===== src/rtl/fetch_pkg.sv =====
// Shared fetch/decode definitions: canonical NOP, base opcodes, fetch FSM encoding and PC helper.
// FETCH_MISALIGN_CHECK_EN adds the FAULT state to the encoding.
package fetch_pkg;

  localparam logic [31:0] NOP_ENC = 32'h0000_0013;  // ADDI x0,x0,0

  localparam logic [6:0] OPC_LOAD   = 7'b000_0011;
  localparam logic [6:0] OPC_OP_IMM = 7'b001_0011;
  localparam logic [6:0] OPC_STORE  = 7'b010_0011;
  localparam logic [6:0] OPC_OP     = 7'b011_0011;
  localparam logic [6:0] OPC_LUI    = 7'b011_0111;
  localparam logic [6:0] OPC_BRANCH = 7'b110_0011;
  localparam logic [6:0] OPC_JALR   = 7'b110_0111;
  localparam logic [6:0] OPC_JAL    = 7'b110_1111;

  typedef enum logic [1:0] {
    ST_FETCH = 2'd0,
    ST_HOLD  = 2'd1,
`ifdef FETCH_MISALIGN_CHECK_EN
    ST_FAULT = 2'd3,
`endif
    ST_DROP  = 2'd2
  } fetch_state_t;

  // Sequential PC; wraps modulo 2^32.
  function automatic logic [31:0] pc_inc(input logic [31:0] pc);
    return pc + 32'd4;
  endfunction

endpackage


===== src/rtl/fetch_skid.sv =====
// One-entry instruction+PC skid buffer with full flag; flush wins over load and unload.
module fetch_skid (
  input  logic        clk,
  input  logic        rst,
  input  logic        load,
  input  logic        unload,
  input  logic        flush,
  input  logic [31:0] in_instr,
  input  logic [31:0] in_pc,
  output logic [31:0] instr,
  output logic [31:0] pc,
  output logic        full
);

  always_ff @(posedge clk or negedge rst) begin
    if (!rst)        full <= 1'b0;
    else if (flush)  full <= 1'b0;
    else if (load)   full <= 1'b1;
    else if (unload) full <= 1'b0;
  end

  // NOTE: payload registers carry no reset; full qualifies them, so resetting them buys nothing.
  always_ff @(posedge clk) begin
    if (load && !flush) begin
      instr <= in_instr;
      pc    <= in_pc;
    end
  end

endmodule


===== src/rtl/fetch.sv =====
// Instruction fetch stage: PC, imem req/ack handshake, output register with skid, redirects.
// FETCH_MISALIGN_CHECK_EN enables misaligned-redirect detection with a sticky FAULT state.
module fetch
  import fetch_pkg::*;
#(
  parameter logic [31:0] RESET_PC  = 32'h0000_0000,
  parameter logic [31:0] NOP_INSTR = NOP_ENC
) (
  input  logic        clk,
  input  logic        rst,
  output logic        imem_req,
  output logic [31:0] imem_addr,
  input  logic        imem_ack,
  input  logic [31:0] imem_rdata,
  input  logic        stall,
  input  logic        pc_src,
  input  logic [31:0] pc_target,
  output logic [31:0] instr_out,
  output logic [31:0] instr_pc,
  output logic        instr_valid,
  output logic        fetch_fault
);

  fetch_state_t state, state_nxt;
  logic [31:0]  pc, pc_nxt;
  logic [31:0]  tgt, tgt_nxt;
  logic         run;
  logic [31:0]  out_instr, out_instr_nxt;
  logic [31:0]  out_pc, out_pc_nxt;
  logic         out_valid, out_valid_nxt;
  logic         skid_load, skid_unload, skid_flush, skid_full;
  logic [31:0]  skid_instr, skid_pc;
  logic [31:0]  target_aln;
  logic         acked, consumed, locked;

`ifdef FETCH_MISALIGN_CHECK_EN
  logic fault, fault_nxt;
  logic misalign;
  assign target_aln  = pc_target;
  assign misalign    = pc_target[1:0] != 2'b00;
  assign locked      = fault;
  assign fetch_fault = fault;
`else
  assign target_aln  = pc_target & 32'hFFFF_FFFC;
  assign locked      = 1'b0;
  assign fetch_fault = 1'b0;
`endif

  // run is cleared asynchronously, so req drops the instant reset asserts.
  assign imem_req    = run && !skid_full && (state == ST_FETCH || state == ST_DROP);
  assign imem_addr   = pc;
  assign acked       = imem_req && imem_ack;
  assign consumed    = !out_valid || !stall;
  assign instr_out   = out_valid ? out_instr : NOP_INSTR;
  assign instr_pc    = out_pc;
  assign instr_valid = out_valid;

  fetch_skid u_skid (
    .clk      (clk),
    .rst      (rst),
    .load     (skid_load),
    .unload   (skid_unload),
    .flush    (skid_flush),
    .in_instr (imem_rdata),
    .in_pc    (pc),
    .instr    (skid_instr),
    .pc       (skid_pc),
    .full     (skid_full)
  );

  // NOTE: every signal written here gets a default first, so no path can infer a latch.
  always_comb begin
    state_nxt     = state;
    pc_nxt        = pc;
    tgt_nxt       = tgt;
    out_instr_nxt = out_instr;
    out_pc_nxt    = out_pc;
    out_valid_nxt = out_valid;
    skid_load     = 1'b0;
    skid_unload   = 1'b0;
    skid_flush    = 1'b0;
`ifdef FETCH_MISALIGN_CHECK_EN
    fault_nxt     = fault;
`endif

    if (pc_src && !locked) begin
      out_valid_nxt = 1'b0;
      skid_flush    = 1'b1;
`ifdef FETCH_MISALIGN_CHECK_EN
      if (misalign) begin
        // An in-flight request must still be absorbed before fetch stops.
        fault_nxt = 1'b1;
        state_nxt = (imem_req && !acked) ? ST_DROP : ST_FAULT;
      end else
`endif
      if (imem_req && !acked) begin
        tgt_nxt   = target_aln;
        state_nxt = ST_DROP;
      end else begin
        pc_nxt    = target_aln;
        state_nxt = ST_FETCH;
      end
    end else begin
      unique case (state)
        ST_FETCH: begin
          if (acked && consumed) begin
            out_instr_nxt = imem_rdata;
            out_pc_nxt    = pc;
            out_valid_nxt = 1'b1;
            pc_nxt        = pc_inc(pc);
          end else if (acked) begin
            skid_load = 1'b1;
            state_nxt = ST_HOLD;
          end else if (consumed) begin
            out_valid_nxt = 1'b0;
          end
        end
        ST_HOLD: begin
          if (consumed) begin
            out_instr_nxt = skid_instr;
            out_pc_nxt    = skid_pc;
            out_valid_nxt = 1'b1;
            skid_unload   = 1'b1;
            pc_nxt        = pc_inc(pc);
            state_nxt     = ST_FETCH;
          end
        end
        ST_DROP: begin
          if (consumed) out_valid_nxt = 1'b0;
          if (acked) begin
            pc_nxt = tgt;
`ifdef FETCH_MISALIGN_CHECK_EN
            state_nxt = fault ? ST_FAULT : ST_FETCH;
`else
            state_nxt = ST_FETCH;
`endif
          end
        end
`ifdef FETCH_MISALIGN_CHECK_EN
        ST_FAULT: begin
          if (consumed) out_valid_nxt = 1'b0;
        end
`endif
        default: state_nxt = ST_FETCH;
      endcase
    end
  end

  // NOTE: state registers use non-blocking assignments so all flops update from pre-edge values.
  always_ff @(posedge clk or negedge rst) begin
    if (!rst) begin
      state     <= ST_FETCH;
      pc        <= RESET_PC;
      tgt       <= RESET_PC;
      run       <= 1'b0;
      out_instr <= NOP_INSTR;
      out_pc    <= 32'h0;
      out_valid <= 1'b0;
    end else begin
      state     <= state_nxt;
      pc        <= pc_nxt;
      tgt       <= tgt_nxt;
      run       <= 1'b1;
      out_instr <= out_instr_nxt;
      out_pc    <= out_pc_nxt;
      out_valid <= out_valid_nxt;
    end
  end

`ifdef FETCH_MISALIGN_CHECK_EN
  always_ff @(posedge clk or negedge rst) begin
    if (!rst) fault <= 1'b0;
    else      fault <= fault_nxt;
  end
`endif

endmodule


===== config.mk =====
export PLATFORM = sky130hd
export DESIGN_NAME = fetch
export DESIGN_NICKNAME = d
export VERILOG_FILES = /design/src/rtl/fetch_pkg.sv /design/src/rtl/fetch_skid.sv /design/src/rtl/fetch.sv
export SDC_FILE = /design/constraint.sdc
export NUM_CORES = 1
export LEC_CHECK = 0
export CAP_MARGIN = 10
export CORE_UTILIZATION = 50
export CTS_BUF_LIST = sky130_fd_sc_hd__clkbuf_4 sky130_fd_sc_hd__clkbuf_8
export DETAILED_ROUTE_END_ITERATION = 8
export PLACE_DENSITY_LB_ADDON = 0.05
export RECOVER_POWER = 100
export SETUP_SLACK_MARGIN = 0.3
export SLEW_MARGIN = 0
export SYNTH_ARGS = -nofsm -noshare
export SYNTH_HDL_FRONTEND = slang
export SYNTH_SLANG_ARGS = --single-unit

===== constraint.sdc =====
create_clock -name clk -period 15.3 [get_ports clk]
set_clock_uncertainty 0.05 [all_clocks]
set_input_delay 3.06 -clock clk [delete_from_list [all_inputs] [get_ports clk]]
set_output_delay 3.06 -clock clk [all_outputs]
set_load 0.1 [all_outputs]

==> results of run 1 <==
through the flow:
step           util, %  std cells  setup WS [ns]
2_1_floorplan        -        808           7.15
3_3_place_gp      61.1       1141           8.77
3_5_place_dp      61.1       1141           8.78
4_1_cts           63.4       1173           8.97
5_1_grt           63.1       1173           5.55
6_report          63.1       1173           6.08
worst max-delay path, cell delays in order:
cell and delay, ns:
dlygate4sd3_1 0.52, clkbuf_1 1.63, inv_1 1.09, o211ai_1 0.41, clkbuf_1 1.12, and2_0 0.59
clkbuf_1 0.66, mux2_2 0.41
logic make-up (layout without fill, tap and decap cells):
| group | after synthesis | count (layout) | share of synthesized area [%] |
|---|---|---|---|
| simple gates | 226 | 226 | 12.6 |
| compound gates | 194 | 194 | 13.7 |
| flops | 189 | 189 | 57.0 |
| mux | 91 | 91 | 10.7 |
| buf+inv | 88 | 228 | 4.36 |
| xor+xnor | 10 | 10 | 0.991 |
| fa+ha+maj | 4 | 4 | 0.566 |
| other cells | 2 | 6 | 0.0849 |
metal layers:
metal	GRT usage [%]	routed length [µm]	vias up
li1	-	-	3142
met1	32.9	9580	3274
met2	39.3	10300	202
met3	4.28	1050	21
met4	7.37	210	0
met5	0	0	-
registers in the layout, summed over array words and instances, names as in the netlist:
signal / cells
tgt: 30
u_skid.full: 1
u_skid.pc: 30
out_instr: 32
state: 2
instr_valid: 1
run: 1
u_skid.instr: 32
instr_pc: 30
imem_addr: 30
final cells by class:
type	instances	share of cell area (%)
inverter	24	0.825
clock buffer	17	2.14
multi-input combinational	531	31.7
tap	225	2.58
clock inverter	15	1.41
timing repair buffer	172	15.2
sequential	189	46.2
placed cells by master, fill, tap and decap left out, drive strengths merged, types with 3 or more instances in the layout:
cell / n
clkdlybuf4s50: 31
o21a: 4
and2: 30
nand2: 105
ha: 4
dfrtp: 124
and4: 3
nand2b: 10
inv: 32
clkinv: 4
a22o: 10
o41ai: 3
nor2: 13
edfxtp: 62
o31ai: 6
dlygate4sd3: 128
conb: 6
o211ai: 6
xnor2: 3
a21o: 4
clkbuf: 26
o21ai: 89
nor3: 15
mux2: 26
a31oi: 11
nand3b: 3
nor2b: 5
mux2i: 65
xor2: 7
o311ai: 6
nor4: 7
a21oi: 30
nand4: 8
buf: 4
o2bb2ai: 6
o221ai: 3
dfstp: 3
a32oi: 3
nand3: 17
path summary, 6_finish.rpt:
check                        startpoint          endpoint  slack, ns  cells past startpoint
max                              pc_src      imem_addr[2]       6.08                      8
min                        instr_pc[12]      instr_pc[12]       0.43                      2
max reg2reg                    state[0]  u_skid.instr[31]      10.93                      7
min reg2reg                instr_pc[12]      instr_pc[12]       0.43                      2
max in group asynchronous           rst           tgt[16]       6.86                      2
min in group asynchronous           rst     out_instr[28]       4.07                      1
power groups by stage:
stage	clock network [mW]	registers (mW)	logic, mW
after floorplan	0	1.31	0.429
after global placement	0	0.821	1.21
after detailed placement	0	0.832	1.23
after CTS	0.333	0.820	1.24
after global routing	0.352	0.841	1.25
final	0.325	0.818	1.19
==> results.ini, run 1 <==
[yosys]
ys_seq_elements=189
syn_area_per_cell_um2=11.0
netlist_top_cells_count=dfrtp_1 (124), nand2_1 (105), o21ai_0 (88)
synth-edff-count=62
async_flop_share_pct=67.2
yosysTopAreaCellShare_pct=35.1
syn_area_um2=8840
synth_cell_types=61
yosysTopAreaCell=dfrtp_1
synth-warning-count=0
yosysSeqAreaShare_pct=57.0
synth_top_flop_cell=dfrtp_1
synthCells=804
yosysMostFrequentCell=dfrtp_1
synthTopCellsByArea=dfrtp_1 (35%), edfxtp_1 (21%), mux2i_1 (7.4%), o21ai_0 (5.0%), nand2_1 (4.5%)

[timing]
rsz0062_at_grt=no
post-route-min-period_ns=9.22
setup_violations=0
period_share_pct=60.3
worst_pin_slew_ns=4.34
final_hold_viol_count=0
holdWs_ns=0.430
slew_headroom_pct=-189
tns_ns=0
drv_slew=260
max_freq_mhz=108

[clock_network]
cts_root_buf=clkbuf_8
path_clk_slew_ns=0.10
cts_tree=done
worstSkewPairLatency_ns=0.46
postCtsHoldBufs=0
post_cts_buffers=0
h-tree-depth=4
ctsResizeCount=0
clockBufferDepth=2
cts_sinks=189
cts_buffers=17

[route]
drt_pass1_iterations=5
wl_um=21100
antenna_left=0
vias_per_cell=5.66
drc=0
vias=6639
first_iter_violations=411
wl_per_cell_um=18.0

[flow_run]
max-cap-violations=5

[global_route]
grt_max_degree=125
grt_overflow=0
grt_pass1_vias=6615
grt_first_pass_wirelength_um=34000
antenna_found_initial=0
grt_usage_pct=24.1

[finish]
seq_area_um2=5040
multi_input_area_um2=3460
fin_area_um2=10900
area_growth_pct=23.5
finalNetCount=1008
insertedDiodeCount=0
fillCellCount=1405
drive_above_1_share_pct=8.02

[pwr]
p_sw_share_pct=53.2
vdd_drop_max_uv=109
power_mw=2.33
pwr-share-seq_pct=35.0
power_density_nw_per_um2=214
leakage_nw=4.42
p_switching_mw=1.24
p_int_mw=1.09
clockPowerShare_pct=13.9
combinationalPowerShare_pct=51.0

[worst_setup_path]
worstPathRequired_ns=15.60
path_class=in -> reg
cp_max_fo=51
worstPathArrival_ns=9.52
cp-end-kind=flip-flop
critPathLaunchType=input port

[die]
die_x_um=135
core_um2=17300
rows=48
dieArea_um2=18200
ios=168
initial_core_util_pct=51.1
die_h_um=135

[placed_design]
hpwl_um=13600
gpl.final_weighted_congestion=0.803
placed_cell_area_um2=10600
portBuffers=160

[status]
status=finished with violations
failed_checks=max-capacitance violations, max-slew violations

[worst_hold_path]
min_path_type=reg -> reg

Note: power is estimated with default switching activity, not from simulation.
==> run 2, diff against run 1 <==
--- a/config.mk
+++ b/config.mk
@@ -6,7 +6,7 @@
 export NUM_CORES = 1
 export LEC_CHECK = 0
 export CAP_MARGIN = 10
-export CORE_UTILIZATION = 50
+export CORE_UTILIZATION = 49
 export CTS_BUF_LIST = sky130_fd_sc_hd__clkbuf_4 sky130_fd_sc_hd__clkbuf_8
 export DETAILED_ROUTE_END_ITERATION = 8
 export PLACE_DENSITY_LB_ADDON = 0.05
==> constraint.sdc (replaced) <==
create_clock -name clk -period 7.5 [get_ports clk]
set_clock_uncertainty 0.05 [all_clocks]
set_input_delay 1.5 -clock clk [delete_from_list [all_inputs] [get_ports clk]]
set_output_delay 1.5 -clock clk [all_outputs]
set_load 0.1 [all_outputs]
==> run 2 against run 1 <==
The run still ends with max-capacitance violations, max-slew violations left; global-route usage fell by 0.19 points; via count shrank 0.56%; register-to-register slack worse by 8.3 ns; first-iteration DRC count increased by 1.7%; sequential cell count unchanged; clock power is 93% higher; combinational power increased by 100%; largest power group unchanged; critical path depth did not move; final cell count decreased by 0.17%; design area fell by 0.33%; non-clock buffer count shrank 2; die area rose by 2.0%.
==> results.ini, run 2 (synthesis gave the netlist of run 1 again) <==
[placed_design]
hpwl_um=13700
dpl_worst_slack_ns=2.68
gpl.final_weighted_congestion=0.834
portBuffers=160
placed_cell_area_um2=10600

[pwr]
clockPowerShare_pct=13.3
p_switching_mw=2.52
vdd_drop_max_uv=372
power_mw=4.72
pwr-share-seq_pct=35.3
p_int_mw=2.20
p_sw_share_pct=53.4
leakage_nw=4.41
combinationalPowerShare_pct=51.5
power_density_nw_per_um2=434

[die]
initial_core_util_pct=50.6
die_h_um=136
die_x_um=136
core_um2=17500
ios=168
rows=48
dieArea_um2=18600

[timing]
final_hold_viol_count=0
worst_pin_slew_ns=2.99
post-route-min-period_ns=6.02
max_freq_mhz=166
drv_slew=360
fin_ws_ns=1.48
rsz0062_at_grt=no
tns_ns=0
setup_violations=0
slew_headroom_pct=-99.4
period_share_pct=80.3

[clock_network]
clockBufferDepth=2
h-tree-depth=4
path_clk_slew_ns=0.10
ctsResizeCount=0
cts_sinks=189
postCtsHoldBufs=0
post_cts_buffers=0
cts_root_buf=clkbuf_8
cts_buffers=17
worstSkewPairLatency_ns=0.46
cts_tree=done

[finish]
area_growth_pct=23.1
fin_area_um2=10900
fillCellCount=1410
drive_above_1_share_pct=8.14
final_cell_mix=dlygate4sd3_1 (129), dfrtp_1 (124), nand2_1 (105)
finalNetCount=1006
insertedDiodeCount=0
final_common_cell=dlygate4sd3_1
fin_util_pct=62.3
top_regs=out_instr (32), u_skid.instr (32)

[worst_setup_path]
critPathLaunchType=input port
max_stage_delay_ns=1.64
r2r_slack_ns=2.68
rr_endpoint=tgt[5]
crit_start=pc_src
worstPathArrival_ns=6.32
worstPathRequired_ns=7.80
path_class=in -> reg
r2r-start=state[0]
r2r_cells=8
cp_max_fo=50
cp_slowest_cell=clkbuf_1
cp-end-kind=flip-flop
cp_cell_sequence=dlygate4sd3_1 -> clkbuf_1 -> nand2b_1 -> o21ai_0 -> o21ai_2 -> buf_4 -> and2_0 -> mux2_2

[route]
wl_per_cell_um=18.0
vias=6602
first_iter_violations=418
drc=0
wl_um=21000
drt_pass1_iterations=5
vias_per_cell=5.64
antenna_left=0

[global_route]
grt_overflow=0
grt-busiest-layer=met2
antenna_found_initial=0
met3_usage_pct=4.85
grt_pass1_vias=6452
grt_usage_pct=23.9
grtUsageMet2_pct=37.5
grt_first_pass_wirelength_um=34000
grt_max_degree=91
grt_use_met1_pct=33.2

[worst_hold_path]
whs_endpoint=out_instr[18]
hp-start=out_instr[18]
holdPathStages=2
min_path_type=reg -> reg

[flow_run]
max-cap-violations=7

[status]
status=finished with violations
failed_checks=max-capacitance violations, max-slew violations

-- run 2: cell types whose count changed in the layout (fill, tap and decap cells not counted) --
cell | before | now
nand3_1 | 16 | 17
dlygate4sd3_1 | 128 | 129
clkbuf_2 | 0 | 2
inv_6 | 5 | 4
inv_8 | 3 | 2
bufinv_16 | 1 | 0
clkbuf_1 | 9 | 5
clkinv_8 | 0 | 1
clkdlybuf4s50_1 | 31 | 30
nand3_4 | 1 | 0
clkinvlp_4 | 2 | 4
-- run 2: layout make-up --
type / count / area (µm²) / area share [%]
multi-input combinational: 531 / 3450 / 31.7
inverter: 24 / 90.1 / 0.828
sequential: 189 / 5040 / 46.3
clock buffer: 17 / 234 / 2.15
tap: 225 / 282 / 2.59
clock inverter: 15 / 135 / 1.24
timing repair buffer: 170 / 1650 / 15.2
-- run 2: stage by stage --
stage | hold slack [ns] | cells
after floorplan | 0.392 | 808
after global placement | 0.403 | 1139
after detailed placement | 0.416 | 1139
after CTS | 0.438 | 1171
after global routing | 0.452 | 1171
final | 0.430 | 1171
-- run 2: worst max-delay path by stage --
stage / end / slack (ns) / cells past startpoint
2_1_floorplan: u_skid.instr[0] / 0.91 / 2
3_3_place_gp: imem_addr[3] / 2.69 / 8
3_5_place_dp: imem_addr[2] / 2.68 / 8
4_1_cts: imem_req / 2.70 / 6
5_1_grt: imem_addr[3] / 1.29 / 8
6_report: imem_addr[3] / 1.48 / 8
-- run 2: per-layer routing --
layer | wire length (µm) | part of all wire [%]
met5 | 0 | 0
met4 | 302 | 1.4
met3 | 1150 | 5.5
met2 | 9890 | 47
met1 | 9680 | 46
-- run 2: power groups by stage --
stage / registers, mW / logic [mW] / clock network (mW)
finish: 1.66 / 2.43 / 0.627
global route: 1.71 / 2.55 / 0.693
CTS: 1.67 / 2.52 / 0.651
detailed placement: 1.69 / 2.51 / 0
global placement: 1.67 / 2.48 / 0
floorplan: 2.67 / 0.875 / 0
-- run 2: critical path, delay by kind of cell --
family / cells / cell delay [ns]
AO/OA/AOI/OAI: 2 / 0.27
buffers and inverters: 3 / 2.57
multiplexers: 1 / 0.43
AND/OR/NAND/NOR: 2 / 1.51
==> run 3, diff against run 2 <==
==> constraint.sdc (replaced) <==
create_clock -name clk -period 5.4 [get_ports clk]
set_clock_uncertainty 0.05 [all_clocks]
set_input_delay 1.08 -clock clk [delete_from_list [all_inputs] [get_ports clk]]
set_output_delay 1.08 -clock clk [all_outputs]
set_load 0.1 [all_outputs]
==> run 3 against run 2 <==
The flow still finishes with violations (max-capacitance violations, max-slew violations); non-clock buffer count grew 1; first-iteration DRC count grew 12%; critical path depth shrank 1; sequential power grew 39%; worst hold slack lost 0.0018 ns; wire length shrank 0.28%; total power grew 40%; clock power grew 47%; sequential share of layout area shrank 0.25 points; via count grew 1.2%.
==> results.ini, run 3 (synthesis gave the netlist of run 1 again) <==
[status]
status=finished with violations
failed_checks=max-capacitance violations, max-slew violations

[placed_design]
portBuffers=160
placed_cell_area_um2=10600
placed_cells=1140
hpwl_um=13600
gpl.final_weighted_congestion=0.836

[worst_setup_path]
max_stage_delay_ns=1.10
cp_top_family=buffers and inverters
critPathLaunchType=input port
worstPathRequired_ns=5.71
worstPathArrival_ns=4.75
crit_buf_inv=2
cp-end-kind=flip-flop
cp_slowest_cell=clkbuf_1
path_class=in -> reg
cp_cell_sequence=dlygate4sd3_1 -> nand2b_1 -> o21ai_0 -> o21ai_2 -> clkbuf_1 -> and2_1 -> mux2_2
cp_max_fo=30

[pwr]
power_mw=6.59
power_density_nw_per_um2=603
leakage_nw=4.44
vdd_drop_max_uv=451

[timing]
setup_violations=0
holdWs_ns=0.428
max_freq_mhz=225
slew_headroom_pct=-59.0
tns_ns=0
post-route-min-period_ns=4.44
period_share_pct=82.3
drv_slew=133
final_hold_viol_count=0
rsz0062_at_grt=no
worst_pin_slew_ns=2.37

[die]
die_x_um=136
rows=48
core_um2=17500
initial_core_util_pct=50.6
dieArea_um2=18600
die_h_um=136
ios=168

[finish]
fin_area_um2=10900
seq_area_um2=5040
final_cell_mix=dlygate4sd3_1 (127), dfrtp_1 (124), nand2_1 (105)
multi_input_area_um2=3460
fillCellCount=1414
area_growth_pct=23.7
finalNonFillerCells=1173
final_common_cell=dlygate4sd3_1
finalNetCount=1007
top_regs=out_instr (32), u_skid.instr (32)
drive_above_1_share_pct=8.34

[clock_network]
cts_buffers=17
cts_sinks=189
h-tree-depth=4
path_clk_slew_ns=0.09
ctsResizeCount=0
postCtsHoldBufs=0
cts_tree=done
post_cts_buffers=0
worstSkewPairLatency_ns=0.46
clockBufferDepth=2
cts_root_buf=clkbuf_8

[global_route]
antenna_found_initial=1
grt_pass1_vias=6540
grt_first_pass_wirelength_um=33600
grt_usage_pct=23.5
grt_overflow=0
grt_max_degree=92

[flow_run]
max-cap-violations=3

[route]
antenna_left=0
drc=0
wl_per_cell_um=17.9
first_iter_violations=467
vias_per_cell=5.70
vias=6683
wl_um=21000
drt_pass1_iterations=5

[worst_hold_path]
min_path_type=reg -> reg

-- run 3: cell types whose count changed in the layout (fill, tap and decap cells not counted), moves of 2 or more --
cell and change:
clkbuf_4 +3, clkbuf_8 +4, clkdlybuf4s50_1 +2, clkinvlp_4 -2, dlygate4sd3_1 -2, inv_6 -3, inv_8 -2
-- run 3: area by class of cell --
class                   instances  area share, %
multi-input cells             531           31.6
repair buffers                171           15.3
clock inverters                 8          0.743
flip-flops and latches        189           46.1
well taps                     225           2.57
diodes                          1         0.0229
clock buffers                  24           2.85
inverters                      24          0.823
-- run 3: path summary, 6_finish.rpt --
| check | start | end | slack (ns) | depth (start not counted) |
|---|---|---|---|---|
| worst max-delay path | pc_src | imem_addr[4] | 0.96 | 7 |
| worst min-delay path | out_instr[1] | out_instr[1] | 0.43 | 2 |
| worst max register to register | instr_valid | imem_addr[4] | 1.23 | 6 |
| worst min register to register | out_instr[1] | out_instr[1] | 0.43 | 2 |
| max in group asynchronous | rst | tgt[16] | 1.95 | 2 |
| min in group asynchronous | rst | out_instr[27] | 1.21 | 1 |
-- run 3: per-layer routing --
metal	vias up	wire (µm)	track usage, %
li1	3138	-	-
met1	3275	9640	32.7
met2	242	9880	36.5
met3	28	1130	4.10
met4	0	320	9.38
met5	-	0	0
-- run 3: worst min-delay path, cell delays in order (launching register included) --
cell and delay, ns:
dfstp_2 0.38, nand2_1 0.04, o21ai_0 0.06
-- run 3: where the power goes --
part           leakage [nW]  internal [mW]  switching (mW)  total (mW)
Combinational          2.14          0.797            2.57        3.37
Sequential             2.10           1.92           0.386        2.31
Clock                 0.198          0.432           0.490       0.922
Total                  4.44           3.15            3.44        6.59
-- run 3: stage by stage --
step	worst slack, ns	utilization, %
after CTS	1.32	62.8
after global placement	1.44	60.6
final	0.957	62.6
after floorplan	0.992	-
after detailed placement	1.33	60.6
after global routing	0.795	62.6
